$ cat src/rtl/verinject_mem_pkg.sv
// verinject_mem_pkg
//   Shared definitions for the persistent SEU tracker:
//   - seu_state_t      : capture FSM states (IDLE, DIV, MERGE)
//   - LAST_STATE_RESET : reset sentinel for the last accepted injector state
//   - DIV_CYCLES       : number of iterations of the restoring divider
package verinject_mem_pkg;

  typedef enum logic [1:0] {
    ST_IDLE  = 2'd0,
    ST_DIV   = 2'd1,
    ST_MERGE = 2'd2
  } seu_state_t;

  localparam logic [31:0] LAST_STATE_RESET = 32'hFFFF_FFFF;
  localparam int          DIV_CYCLES       = 32;

endpackage

$ cat src/rtl/verinject_divmod32.sv
// verinject_divmod32
//   Iterative 32-bit restoring divider, one quotient bit per clock.
//   Ports:
//     clock, reset           : rising-edge clock, async active-high reset
//     i_start                : load dividend/divisor and begin (ignored while busy)
//     i_dividend, i_divisor  : operands, sampled on the i_start edge
//     o_done                 : high in the cycle whose closing edge performs the
//                              final iteration
//     o_quotient, o_remainder: results, valid from the cycle after o_done until
//                              the next i_start
//   Handshake: i_start is a one-cycle request accepted whenever the divider is
//   idle; o_done is a one-cycle completion pulse, no back-pressure exists.
module verinject_divmod32
  import verinject_mem_pkg::*;
(
  input  logic        clock,
  input  logic        reset,
  input  logic        i_start,
  input  logic [31:0] i_dividend,
  input  logic [31:0] i_divisor,
  output logic        o_done,
  output logic [31:0] o_quotient,
  output logic [31:0] o_remainder
);

  logic        r_busy;
  logic [5:0]  r_count;
  logic [31:0] r_quo;
  logic [31:0] r_rem;
  logic [31:0] r_div;
  logic [32:0] w_trial;

  // Shift the next dividend bit into the partial remainder and try a subtract;
  // a borrow (bit 32) means the subtract is restored, i.e. not kept.
  assign w_trial = {r_rem, r_quo[31]} - {1'b0, r_div};

  assign o_done      = r_busy && (r_count == 6'(DIV_CYCLES - 1));
  assign o_quotient  = r_quo;
  assign o_remainder = r_rem;

  always_ff @(posedge clock or posedge reset) begin
    if (reset) begin
      r_busy  <= 1'b0;
      r_count <= '0;
      r_quo   <= '0;
      r_rem   <= '0;
      r_div   <= '0;
    end else if (i_start && !r_busy) begin
      r_busy  <= 1'b1;
      r_count <= '0;
      r_quo   <= i_dividend;
      r_rem   <= '0;
      r_div   <= i_divisor;
    end else if (r_busy) begin
      if (w_trial[32]) begin
        r_rem <= {r_rem[30:0], r_quo[31]};
        r_quo <= {r_quo[30:0], 1'b0};
      end else begin
        r_rem <= w_trial[31:0];
        r_quo <= {r_quo[30:0], 1'b1};
      end
      r_count <= r_count + 6'd1;
      if (o_done) r_busy <= 1'b0;
    end
  end

endmodule

$ cat src/rtl/verinject_mem_seu_tracker.sv
// verinject_mem_seu_tracker
//   Persistent single-event-upset tracker. A change of the global fault index
//   that falls inside this memory's bit range is converted (via a 32-cycle
//   divide) into a word address and XOR mask stored in a small slot table.
//   Every read of that word on any read port is XORed with the mask until a
//   write to the word scrubs it.
//   Ports:
//     clock, reset              : rising-edge clock, async active-high reset
//     verinject__injector_state : global fault-bit index
//     unmodified / read_address : READ_PORTS packed raw data / addresses
//     modified                  : READ_PORTS packed faulted data
//     do_write, write_address   : write strobe and address (scrubs upsets)
//     busy                      : capture FSM not idle
//     active_count              : number of valid slots
//     overflow                  : sticky, an upset was dropped on a full table
//     o_dbg_state               : capture FSM state (seu_state_t encoding)
//   Build option: define VERINJECT_MEM_BURST_EN to flip BURST adjacent bits per
//   upset (truncated at the MSB); otherwise each upset flips a single bit.
module verinject_mem_seu_tracker
  import verinject_mem_pkg::*;
#(
  parameter int LEFT       = 0,
  parameter int RIGHT      = 0,
  parameter int ADDR_LEFT  = 0,
  parameter int ADDR_RIGHT = 0,
  parameter int MEM_LEFT   = 0,
  parameter int MEM_RIGHT  = 0,
  parameter int P_START    = 0,
  parameter int SLOTS      = 4,
  parameter int READ_PORTS = 1,
  parameter int BURST      = 1,
  localparam int W  = (LEFT >= RIGHT) ? (LEFT - RIGHT + 1) : (RIGHT - LEFT + 1),
  localparam int AW = (ADDR_LEFT >= ADDR_RIGHT) ? (ADDR_LEFT - ADDR_RIGHT + 1)
                                                : (ADDR_RIGHT - ADDR_LEFT + 1),
  localparam int CW = $clog2(SLOTS + 1)
)(
  input  logic                       clock,
  input  logic                       reset,
  input  logic [31:0]                verinject__injector_state,
  input  logic [READ_PORTS*W-1:0]    unmodified,
  input  logic [READ_PORTS*AW-1:0]   read_address,
  output logic [READ_PORTS*W-1:0]    modified,
  input  logic                       do_write,
  input  logic [AW-1:0]              write_address,
  output logic                       busy,
  output logic [CW-1:0]              active_count,
  output logic                       overflow,
  output logic [1:0]                 o_dbg_state
);

  localparam int D  = (MEM_LEFT >= MEM_RIGHT) ? (MEM_LEFT - MEM_RIGHT + 1)
                                              : (MEM_RIGHT - MEM_LEFT + 1);
  localparam int B  = (MEM_LEFT < MEM_RIGHT) ? MEM_LEFT : MEM_RIGHT;
  localparam int IW = (SLOTS > 1) ? $clog2(SLOTS) : 1;
`ifdef VERINJECT_MEM_BURST_EN
  localparam int BURST_EFF = BURST;
`else
  // BURST is accepted for interface compatibility but has no effect here.
  localparam int BURST_EFF = (BURST > 0) ? 1 : 1;
`endif

  seu_state_t        r_state, w_state_next;
  logic [31:0]       r_last_state;
  logic [SLOTS-1:0]  r_valid;
  logic [AW-1:0]     r_addr [SLOTS];
  logic [W-1:0]      r_mask [SLOTS];
  logic              r_overflow;

  logic [31:0]       w_offset, w_quo, w_rem, w_addr_sum;
  logic              w_owned, w_take, w_start, w_div_done, w_unused_addr_hi;
  logic [AW-1:0]     w_cap_addr;
  logic [W-1:0]      w_mask, w_merged;
  logic              w_hit, w_free, w_merge_blocked;
  logic [IW-1:0]     w_hit_idx, w_free_idx;
  logic [CW-1:0]     w_count;

  assign w_offset = verinject__injector_state - 32'(P_START);
  assign w_owned  = (verinject__injector_state >= 32'(P_START)) && (w_offset < 32'(D * W));

  verinject_divmod32 u_div (
    .clock       (clock),
    .reset       (reset),
    .i_start     (w_start),
    .i_dividend  (w_offset),
    .i_divisor   (32'(W)),
    .o_done      (w_div_done),
    .o_quotient  (w_quo),
    .o_remainder (w_rem)
  );

  // ---------------- capture FSM ----------------
  always_ff @(posedge clock or posedge reset) begin
    if (reset) r_state <= ST_IDLE;
    else       r_state <= w_state_next;
  end

  always_comb begin
    w_state_next = r_state;
    w_take       = 1'b0;
    w_start      = 1'b0;
    case (r_state)
      ST_IDLE: begin
        if (verinject__injector_state != r_last_state) begin
          w_take = 1'b1;
          if (w_owned) begin
            w_start      = 1'b1;
            w_state_next = ST_DIV;
          end
        end
      end
      ST_DIV:   if (w_div_done) w_state_next = ST_MERGE;
      ST_MERGE: w_state_next = ST_IDLE;
      default:  w_state_next = ST_IDLE;
    endcase
  end

  always_ff @(posedge clock or posedge reset) begin
    if (reset)       r_last_state <= LAST_STATE_RESET;
    else if (w_take) r_last_state <= verinject__injector_state;
  end

  // ---------------- upset decode ----------------
  assign w_addr_sum       = w_quo + 32'(B);
  assign w_cap_addr       = w_addr_sum[AW-1:0];
  assign w_unused_addr_hi = ^w_addr_sum[31:AW];

  // Ones from bit r upward, BURST_EFF long, anything past W-1 simply falls off.
  always_comb begin
    w_mask = '0;
    for (int i = 0; i < W; i++) begin
      if ((32'(i) >= w_rem) && ((32'(i) - w_rem) < 32'(BURST_EFF))) w_mask[i] = 1'b1;
    end
  end

  // Descending scan so the lowest-index free slot is the one left selected.
  always_comb begin
    w_hit      = 1'b0;
    w_hit_idx  = '0;
    w_free     = 1'b0;
    w_free_idx = '0;
    for (int i = SLOTS - 1; i >= 0; i--) begin
      if (r_valid[i] && (r_addr[i] == w_cap_addr)) begin
        w_hit     = 1'b1;
        w_hit_idx = IW'(i);
      end
      if (!r_valid[i]) begin
        w_free     = 1'b1;
        w_free_idx = IW'(i);
      end
    end
  end

  assign w_merged        = r_mask[w_hit_idx] ^ w_mask;
  // A same-cycle write to the captured address discards the upset entirely.
  assign w_merge_blocked = do_write && (write_address == w_cap_addr);

  // ---------------- slot table ----------------
  always_ff @(posedge clock or posedge reset) begin
    if (reset) begin
      r_valid    <= '0;
      r_overflow <= 1'b0;
      for (int i = 0; i < SLOTS; i++) begin
        r_addr[i] <= '0;
        r_mask[i] <= '0;
      end
    end else begin
      if ((r_state == ST_MERGE) && !w_merge_blocked) begin
        if (w_hit) begin
          r_mask[w_hit_idx] <= w_merged;
          if (w_merged == '0) r_valid[w_hit_idx] <= 1'b0;
        end else if (w_free) begin
          r_valid[w_free_idx] <= 1'b1;
          r_addr[w_free_idx]  <= w_cap_addr;
          r_mask[w_free_idx]  <= w_mask;
        end else begin
          r_overflow <= 1'b1;
        end
      end
      // Placed after the merge so a scrub of a hit slot overrides the XOR.
      if (do_write) begin
        for (int i = 0; i < SLOTS; i++) begin
          if (r_valid[i] && (r_addr[i] == write_address)) r_valid[i] <= 1'b0;
        end
      end
    end
  end

  // ---------------- outputs ----------------
  always_comb begin
    w_count = '0;
    for (int i = 0; i < SLOTS; i++) w_count = w_count + CW'(r_valid[i]);
  end

  always_comb begin
    modified = unmodified;
    for (int p = 0; p < READ_PORTS; p++) begin
      for (int i = 0; i < SLOTS; i++) begin
        if (r_valid[i] && (r_addr[i] == read_address[p*AW +: AW]))
          modified[p*W +: W] = unmodified[p*W +: W] ^ r_mask[i];
      end
    end
  end

  assign busy         = (r_state != ST_IDLE);
  assign active_count = w_count;
  assign overflow     = r_overflow;
  assign o_dbg_state  = r_state;

endmodule

$ cat config.mk
export PLATFORM = sky130hd
export DESIGN_NAME = verinject_mem_seu_tracker
export DESIGN_NICKNAME = d
export VERILOG_FILES = /design/src/rtl/verinject_mem_pkg.sv /design/src/rtl/verinject_divmod32.sv /design/src/rtl/verinject_mem_seu_tracker.sv
export SDC_FILE = /design/constraint.sdc
export NUM_CORES = 1
export LEC_CHECK = 0
export CAP_MARGIN = 20
export CORE_UTILIZATION = 45
export DETAILED_ROUTE_END_ITERATION = 8
export GPL_ROUTABILITY_DRIVEN = 0
export GPL_TIMING_DRIVEN = 0
export HOLD_SLACK_MARGIN = 0.05
export MAX_ROUTING_LAYER = met4
export PLACE_DENSITY = 0.62
export SYNTH_ARGS = -nofsm -noshare
export SYNTH_HDL_FRONTEND = slang
export SYNTH_SLANG_ARGS = --single-unit
export TNS_END_PERCENT = 10
$ cat constraint.sdc
create_clock -name clock -period 4.1 [get_ports clock]
set_clock_uncertainty 0.2 [all_clocks]
set_input_delay 0.82 -clock clock [delete_from_list [all_inputs] [get_ports clock]]
set_output_delay 0.82 -clock clock [all_outputs]
set_load 0.005 [all_outputs]
; Yosys cells after proc, flatten, opt, wreduce, memory -nomap -nowiden
; Index checks and enable logic that the tools add are counted.
[classes]
muxes = 66
n_lt_le_gt_ge = 12
n_addsub = 6
reduce_logical = 32
bitwise = 12
n_eq_ne = 20
[ops]
columns = operator, n
row1 = two-way mux 32 bit, 5
row2 = "less-than comparator 32 x 1 -> 1 bit, second input constant", 2
row3 = subtractor 33 x 1 -> 33 bit, 1
row4 = ">= comparator 1 x 32 -> 1 bit, first input constant", 1
row5 = ">= comparator 32 x 1 -> 1 bit, second input constant", 1
row6 = two-way mux 1 bit, 32
row7 = inequality test 32 bit, 1
row8 = "subtractor 1 x 32 -> 32 bit, first input constant", 1
row9 = two-way mux 4 bit, 7
row10 = logical AND 1 bit, 22
row11 = two-way mux 2 bit, 11
row12 = == test 1 bit, 13
row13 = bitwise mux 4 bit, 3
row14 = two-way mux 6 bit, 2
row15 = AND reduction 3 bit, 3
row16 = demux 1 bit (select 2 bit), 4
row17 = "adder 6 x 1 -> 6 bit, second input constant", 1
row18 = "== test 6 x 5 -> 1 bit, second input constant", 1
row19 = ">= comparator 3 bit, second input constant", 2
row20 = "less-than comparator 2 x 3 -> 1 bit, second input constant", 2
row21 = "less-than comparator 3 x 1 -> 1 bit, second input constant", 2
row22 = inverter 2 -> 3 bit, 2
row23 = nonzero test 2 bit, 3
row24 = XOR 1 bit, 5
row25 = 17 further kinds, 21
[totals]
reg_bits = 119
output_inout_bits = 8
word_cells = 165
input_bits = 38

; Depth between registers and ports, before layout
[depth]
ltp_word = 17
depth_mapped = 11
mapped_depth_nobuf = 10

; Hierarchy
; A second synthesis with hierarchy kept.
[hier_totals]
cells_unflattened = 996
hier_area_um2 = 9317.7
[modules_own_cells]
columns = mod, seq_area_each_um2, cells_per_inst, instances, area_per_inst_um2
row1 = verinject_divmod32, 2577.5, 695, 1, 6222.2
row2 = verinject_mem_seu_tracker, 1216.2, 301, 1, 3095.5

; Worst setup path after synthesis
; No wires, ideal clock.
[synth_path]
kind = flip-flop to flip-flop
startpoint = register u_div.r_quo[31] (netlist: u_div.o_quotient[31])
endpoint = register u_div.r_rem[26] (netlist: u_div.o_remainder[26])
setup_ps = 76
synth_period_minus_slack_ps = 3121
slack_ps = 979
n_path_buf = 1
required_time_ps = 3824
stages_incl_launch_ff = 11
t_arrival_ps = 2845
cell_sequence = dfrtp_1 -> inv_1 -> ha_1 -> ha_1 -> or3b_2 -> or3_4 -> or3b_1 -> buf_6 -> or4_4 -> xor2_1 -> o21ai_1
[synth_between]
elab_chain_cells = 4
[synth_lines]
columns = element, line
row1 = "start, declared", verinject_divmod32.sv:28  ; logic [31:0] r_quo;
row2 = "start signal, assigned", verinject_divmod32.sv:51  ; r_quo <= i_dividend;
row3 = "start signal, assigned", verinject_divmod32.sv:57  ; r_quo <= {r_quo[30:0], 1'b0};
row4 = "start signal, assigned", verinject_divmod32.sv:60  ; r_quo <= {r_quo[30:0], 1'b1};
row5 = subtractor 33 x 1 -> 33 bit, verinject_divmod32.sv:35  ; assign w_trial = {r_rem, r_quo[31]} - {1'b0, r_div};
row6 = two-way mux 32 bit, verinject_divmod32.sv:55  ; if (w_trial[32]) begin
row7 = two-way mux 32 bit, verinject_divmod32.sv:54  ; end else if (r_busy) begin
row8 = two-way mux 32 bit, verinject_divmod32.sv:48  ; end else if (i_start && !r_busy) begin
row9 = "end signal, assigned", verinject_divmod32.sv:56  ; r_rem <= {r_rem[30:0], r_quo[31]};
row10 = "end signal, assigned", verinject_divmod32.sv:59  ; r_rem <= w_trial[31:0];
row11 = "end, declared", verinject_divmod32.sv:29  ; logic [31:0] r_rem;
; No other way between the ends. The select of a mux whose other input is x is not followed.
; A chain may end at the register's enable or synchronous reset.

; Final worst setup path
[layout_path]
startpoint = register r_valid[0]
endpoint = output port active_count[1]
[layout_between]
elab_chain_cells = 3
[layout_lines]
columns = element, line
row1 = "start, declared", verinject_mem_seu_tracker.sv:64  ; logic [SLOTS-1:0] r_valid;
row2 = "start signal, assigned", verinject_mem_seu_tracker.sv:160  ; r_valid <= '0;
row3 = "start signal, assigned by index", verinject_mem_seu_tracker.sv:170  ; if (w_merged == '0) r_valid[w_hit_idx] <= 1'b0;
row4 = "start signal, assigned by index", verinject_mem_seu_tracker.sv:172  ; r_valid[w_free_idx] <= 1'b1;
row5 = adder 1 x 1 -> 2 bit, verinject_mem_seu_tracker.sv:191  ; for (int i = 0; i < SLOTS; i++) w_count = w_count + CW'(r_valid[i]);
row6 = adder 2 x 1 -> 3 bit, verinject_mem_seu_tracker.sv:191
row7 = adder 3 x 1 -> 3 bit, verinject_mem_seu_tracker.sv:191
row8 = "end, declared", verinject_mem_seu_tracker.sv:46  ; output logic [CW-1:0] active_count,
; No other way between the ends.

==> results_tabular.tex <==
\begin{tabular}{lr}
\hline
Metric & Value \\
\hline
\multicolumn{2}{l}{\textbf{Run status}} \\
\quad Outcome & finished, final reports clean \\
\multicolumn{2}{l}{\textbf{Routing}} \\
\quad Routed met1 length & 6610 microns \\
\quad Detailed route wirelength on metal3 & 554 microns \\
\quad Average wire per standard cell & 14.8 microns \\
\quad Total routed wirelength & 13600 microns \\
\quad Highest routing layer actually used & met4 \\
\quad Remaining DRCs & 0 \\
\quad Post-route ant nets & 0 \\
\quad Via count normalized by instance count & 5.43 \\
\quad Via count & 4966 \\
\quad Number of DRC violations after detailed-routing iteration 0 & 375 \\
\quad First-pass iteration count of the detailed router & 5 \\
\quad DR WL met2 & 6300 microns \\
\multicolumn{2}{l}{\textbf{Placement}} \\
\quad Pre-CTS worst setup slack & 40.0 ps \\
\quad HPWL after detailed placement & 9650 microns \\
\quad Number of cells after detailed placement & 883 \\
\quad Number of port buffers & 43 \\
\multicolumn{2}{l}{\textbf{Timing}} \\
\quad Min setup slack post-route & 308 ps \\
\quad Setup violators final & 0 \\
\quad Actual slew at the worst max-slew pin & 969 ps \\
\quad Portion of the clock cycle consumed by the worst path in the final layout & 92.5\% \\
\quad RSZ-0062 raised after global routing & false \\
\quad Total negative slack for setup checks & 0 ps \\
\quad Max-slew violation total from the final report & 0 \\
\quad Final number of hold-violating endpoints & 0 \\
\quad Tightest slew margin relative to the limit & 34.9\% \\
\quad Shortest period the worst path allows & 3790 ps \\
\quad Highest Clock Rate & 264 MHz \\
\multicolumn{2}{l}{\textbf{Logic synthesis}} \\
\quad Main flop type after synthesis & dfrtp\_1 \\
\quad Area fraction of the dominant cell type after synthesis & 34.1\% \\
\quad Per-instance average area after synthesis & 9.72 sq um \\
\quad Count of cell types in the netlist & 63 \\
\quad Synthesized Nets & 702 \\
\quad Synthesis Warnings & 0 \\
\quad EDFF count, synth & 0 \\
\quad Post-Syn Instances & 657 \\
\quad Cell types occupying the most area after synthesis & dfrtp\_1 (34\%), dfstp\_2 (13\%), xnor2\_1 (7.8\%), mux2\_2 (6.3\%), nand2\_1 (5.8\%) \\
\quad Async set-or-reset flop fraction in the synthesized netlist & 100\% \\
\quad FF+latch count, synth & 119 \\
\quad Cell taking the most area after synthesis & dfrtp\_1 \\
\quad Sequential cell area fraction in the yosys report & 47.2\% \\
\quad Area of the mapped netlist & 6390 sq um \\
\multicolumn{2}{l}{\textbf{Power}} \\
\quad Worst ir drop on vdd & 280 uV \\
\quad Comb power frac & 4.8\% \\
\quad Net switching power & 0.607 mW \\
\quad Leakage power summed over all cells & 2.92 nW \\
\quad Share of total power consumed by net switching & 21.5\% \\
\quad Power share of the sequential group & 43.0\% \\
\quad Clock power frac & 52.2\% \\
\quad PD cells & 367 nW/um\^{}2 \\
\quad Cell-internal power & 2.22 mW \\
\multicolumn{2}{l}{\textbf{Global route}} \\
\quad Global-route total usage across every layer & 20.7\% \\
\quad Total gr overflow & 0 \\
\quad Largest net degree at the start of global routing & 45 \\
\quad Antenna violations before repair & 0 \\
\quad Via count of the first global-routing pass & 4751 \\
\quad First-pass GRT wire length & 23000 microns \\
\multicolumn{2}{l}{\textbf{Setup path}} \\
\quad Slowest-stage cell, CP & fa\_1 \\
\quad Required @ worst endpoint & 3080 ps \\
\quad Crit path to & active\_count[1] \\
\quad Setup crit end kind & output pin \\
\quad Depth of the worst register-to-register path & 11 \\
\quad Startpoint type of the worst setup path & flip-flop \\
\quad Endpoint of the most critical register-to-register path & u\_div.o\_remainder[11] \\
\quad FF-to-FF setup slack & 550 ps \\
\quad Peak fanout along the critical path & 10 \\
\quad Critical-path cell list & clkbuf\_1 > inv\_1 > fa\_1 > inv\_1 > ha\_1 > ha\_1 > clkdlybuf4s50\_1 \\
\quad Max incr delay on CP & 560 ps \\
\quad Critical path class & reg -> out \\
\quad Arr. time, crit path & 2770 ps \\
\quad First element of the critical path & r\_valid[0] \\
\quad R2r startpoint & u\_div.o\_quotient[31] \\
\multicolumn{2}{l}{\textbf{Floorplanning}} \\
\quad Number of cell rows & 43 \\
\quad Die Width & 121 microns \\
\quad Placeable core region & 13900 sq um \\
\quad Chip height & 121 microns \\
\quad IO Pins & 46 \\
\quad DIE AREA & 14700 sq um \\
\quad Starting density of the core & 46.0\% \\
\multicolumn{2}{l}{\textbf{Cells and area}} \\
\quad Filler cells & 1222 \\
\quad Share of the core filled with cells & 55.5\% \\
\quad Final antenna diode count & 0 \\
\quad Signed area change from the synthesized netlist to the final layout & 20.6\% \\
\quad Share of cells above drive strength 1 & 17.1\% \\
\quad Non-filler instance count after layout & 915 \\
\quad NumNets Final & 767 \\
\multicolumn{2}{l}{\textbf{Clocking}} \\
\quad Setup fix buffers added after clock tree synthesis & 0 \\
\quad CTS sink count & 119 \\
\quad Number of levels the H-tree was split into & 4 \\
\quad Clock latency at the later pin of the worst-skew pair & 420 ps \\
\quad Quantity of gates resized following cts & 0 \\
\quad TritonCTS clock tree & yes \\
\quad Largest buffer count on any clock path & 2 \\
\quad CTS clk-pin slew, worst paths & 50 ps \\
\quad Number of buffers inserted for hold repair after clock tree synthesis & 0 \\
\quad CTS Buf Count & 17 \\
\quad Clock root cell & clkbuf\_16 \\
\multicolumn{2}{l}{\textbf{Hold path}} \\
\quad Hold wc startpoint & overflow \\
\quad Path type of the worst min-delay path & reg -> reg \\
\multicolumn{2}{l}{\textbf{Run}} \\
\quad Max-cap viol count & 0 \\
\hline
\end{tabular}
cells in the mapped netlist, types with 2 or more instances:
cell	n
nor4_1	21
o31ai_1	2
o221ai_1	2
nand4b_1	2
a21oi_1	5
nor2_1	19
dfrtp_1	87
o211ai_1	6
a22oi_1	3
xnor2_1	57
inv_1	11
nor3_1	16
nand2_1	98
xor2_1	21
nor2b_1	3
or2_2	3
a31oi_1	4
buf_2	3
a211oi_1	2
o21ai_1	4
o21ai_0	72
nand4_1	14
a2bb2oi_1	2
and2_1	3
clkdlybuf4s50_2	2
buf_1	3
dfstp_2	32
nand2b_1	4
mux2_2	36
nor3b_1	3
clkbuf_1	29
ha_1	6
or4_4	5
and3b_1	3
or3_1	5
clkbuf_8	2
nand3_1	41
cells by family (layout without fill, tap and decap cells):
logic type	Yosys count	after routing	share of synthesized area [%]
adders and majority gates	7	7	1.49
buffers and inverters	54	132	4.05
AOI/OAI and AO/OA	113	113	10.3
muxes	36	36	6.35
xor gates and xnor gates	78	78	10.7
and+or+nand+nor	250	250	19.9
DFF	119	119	47.2
through the flow:
stage                     cell area, sq um  power [mW]  hold WS (ps)
after CTS                             7700        2.85           276
after detailed placement              7110        1.37           258
final                                 7700        2.82           270
after global placement                7050        1.36           258
after global routing                  7700        2.93           286
after floorplan                       6390        1.30           250
sequential cells by signal, summed over array words and instances, names as in the netlist:
name / count
u_div.r_busy: 1
u_div.r_count: 6
r_valid: 4
r_mask: 4
r_addr: 4
o_dbg_state: 2
u_div.r_div: 1
u_div.o_quotient: 32
r_last_state: 32
overflow: 1
u_div.o_remainder: 32
power groups by stage:
stage / Sequential [mW] / Combinational (mW) / Clock, mW
after floorplan: 1.23 / 0.0677 / 0
after global routing: 1.22 / 0.151 / 1.56
after CTS: 1.21 / 0.139 / 1.50
after detailed placement: 1.23 / 0.138 / 0
final: 1.21 / 0.136 / 1.47
after global placement: 1.23 / 0.129 / 0
layout make-up:
type	count	area (sq um)	share of cell area, %
clock inverter	9	85.1	1.10
tap	180	225	2.92
buffer	42	214	2.78
multi-input combinational	484	3110	40.4
timing repair buffer	46	490	6.37
inverter	12	48.8	0.633
clock buffer	23	510	6.63
sequential	119	3020	39.2
placed cells by master, fill, tap and decap left out, types with 6 or more instances in the layout:
cell,n
nand2_1,98
dfrtp_1,87
o21ai_0,72
xnor2_1,57
clkdlybuf4s50_1,43
nand3_1,41
mux2_2,36
dfstp_2,32
clkbuf_1,31
nor4_1,21
xor2_1,21
nor2_1,19
clkbuf_16,19
nor3_1,16
nand4_1,14
inv_1,10
o211ai_1,6
ha_1,6
worst min path at each step:
stage | end | cells after the start | slack [ps]
2_1_floorplan | u_div.o_quotient[2] | 2 | 250
3_3_place_gp | overflow | 1 | 260
3_5_place_dp | overflow | 1 | 260
4_1_cts | overflow | 1 | 280
5_1_grt | overflow | 1 | 290
6_report | overflow | 1 | 270
layer usage:
layer  vias up  track usage, %
met1      2421            27.9
met3        15            4.93
met4         0            6.48
met5         -               -
li1       2436               -
met2        94            30.9
critical path, delay by kind of cell, from the launching register on:
kind                     cells  cell delay (ps)
adder cells (fa/ha/maj)      3             1000
flip-flops                   1              320
buffers and inverters        4             1050
Power figures use the tool's default switching activity.
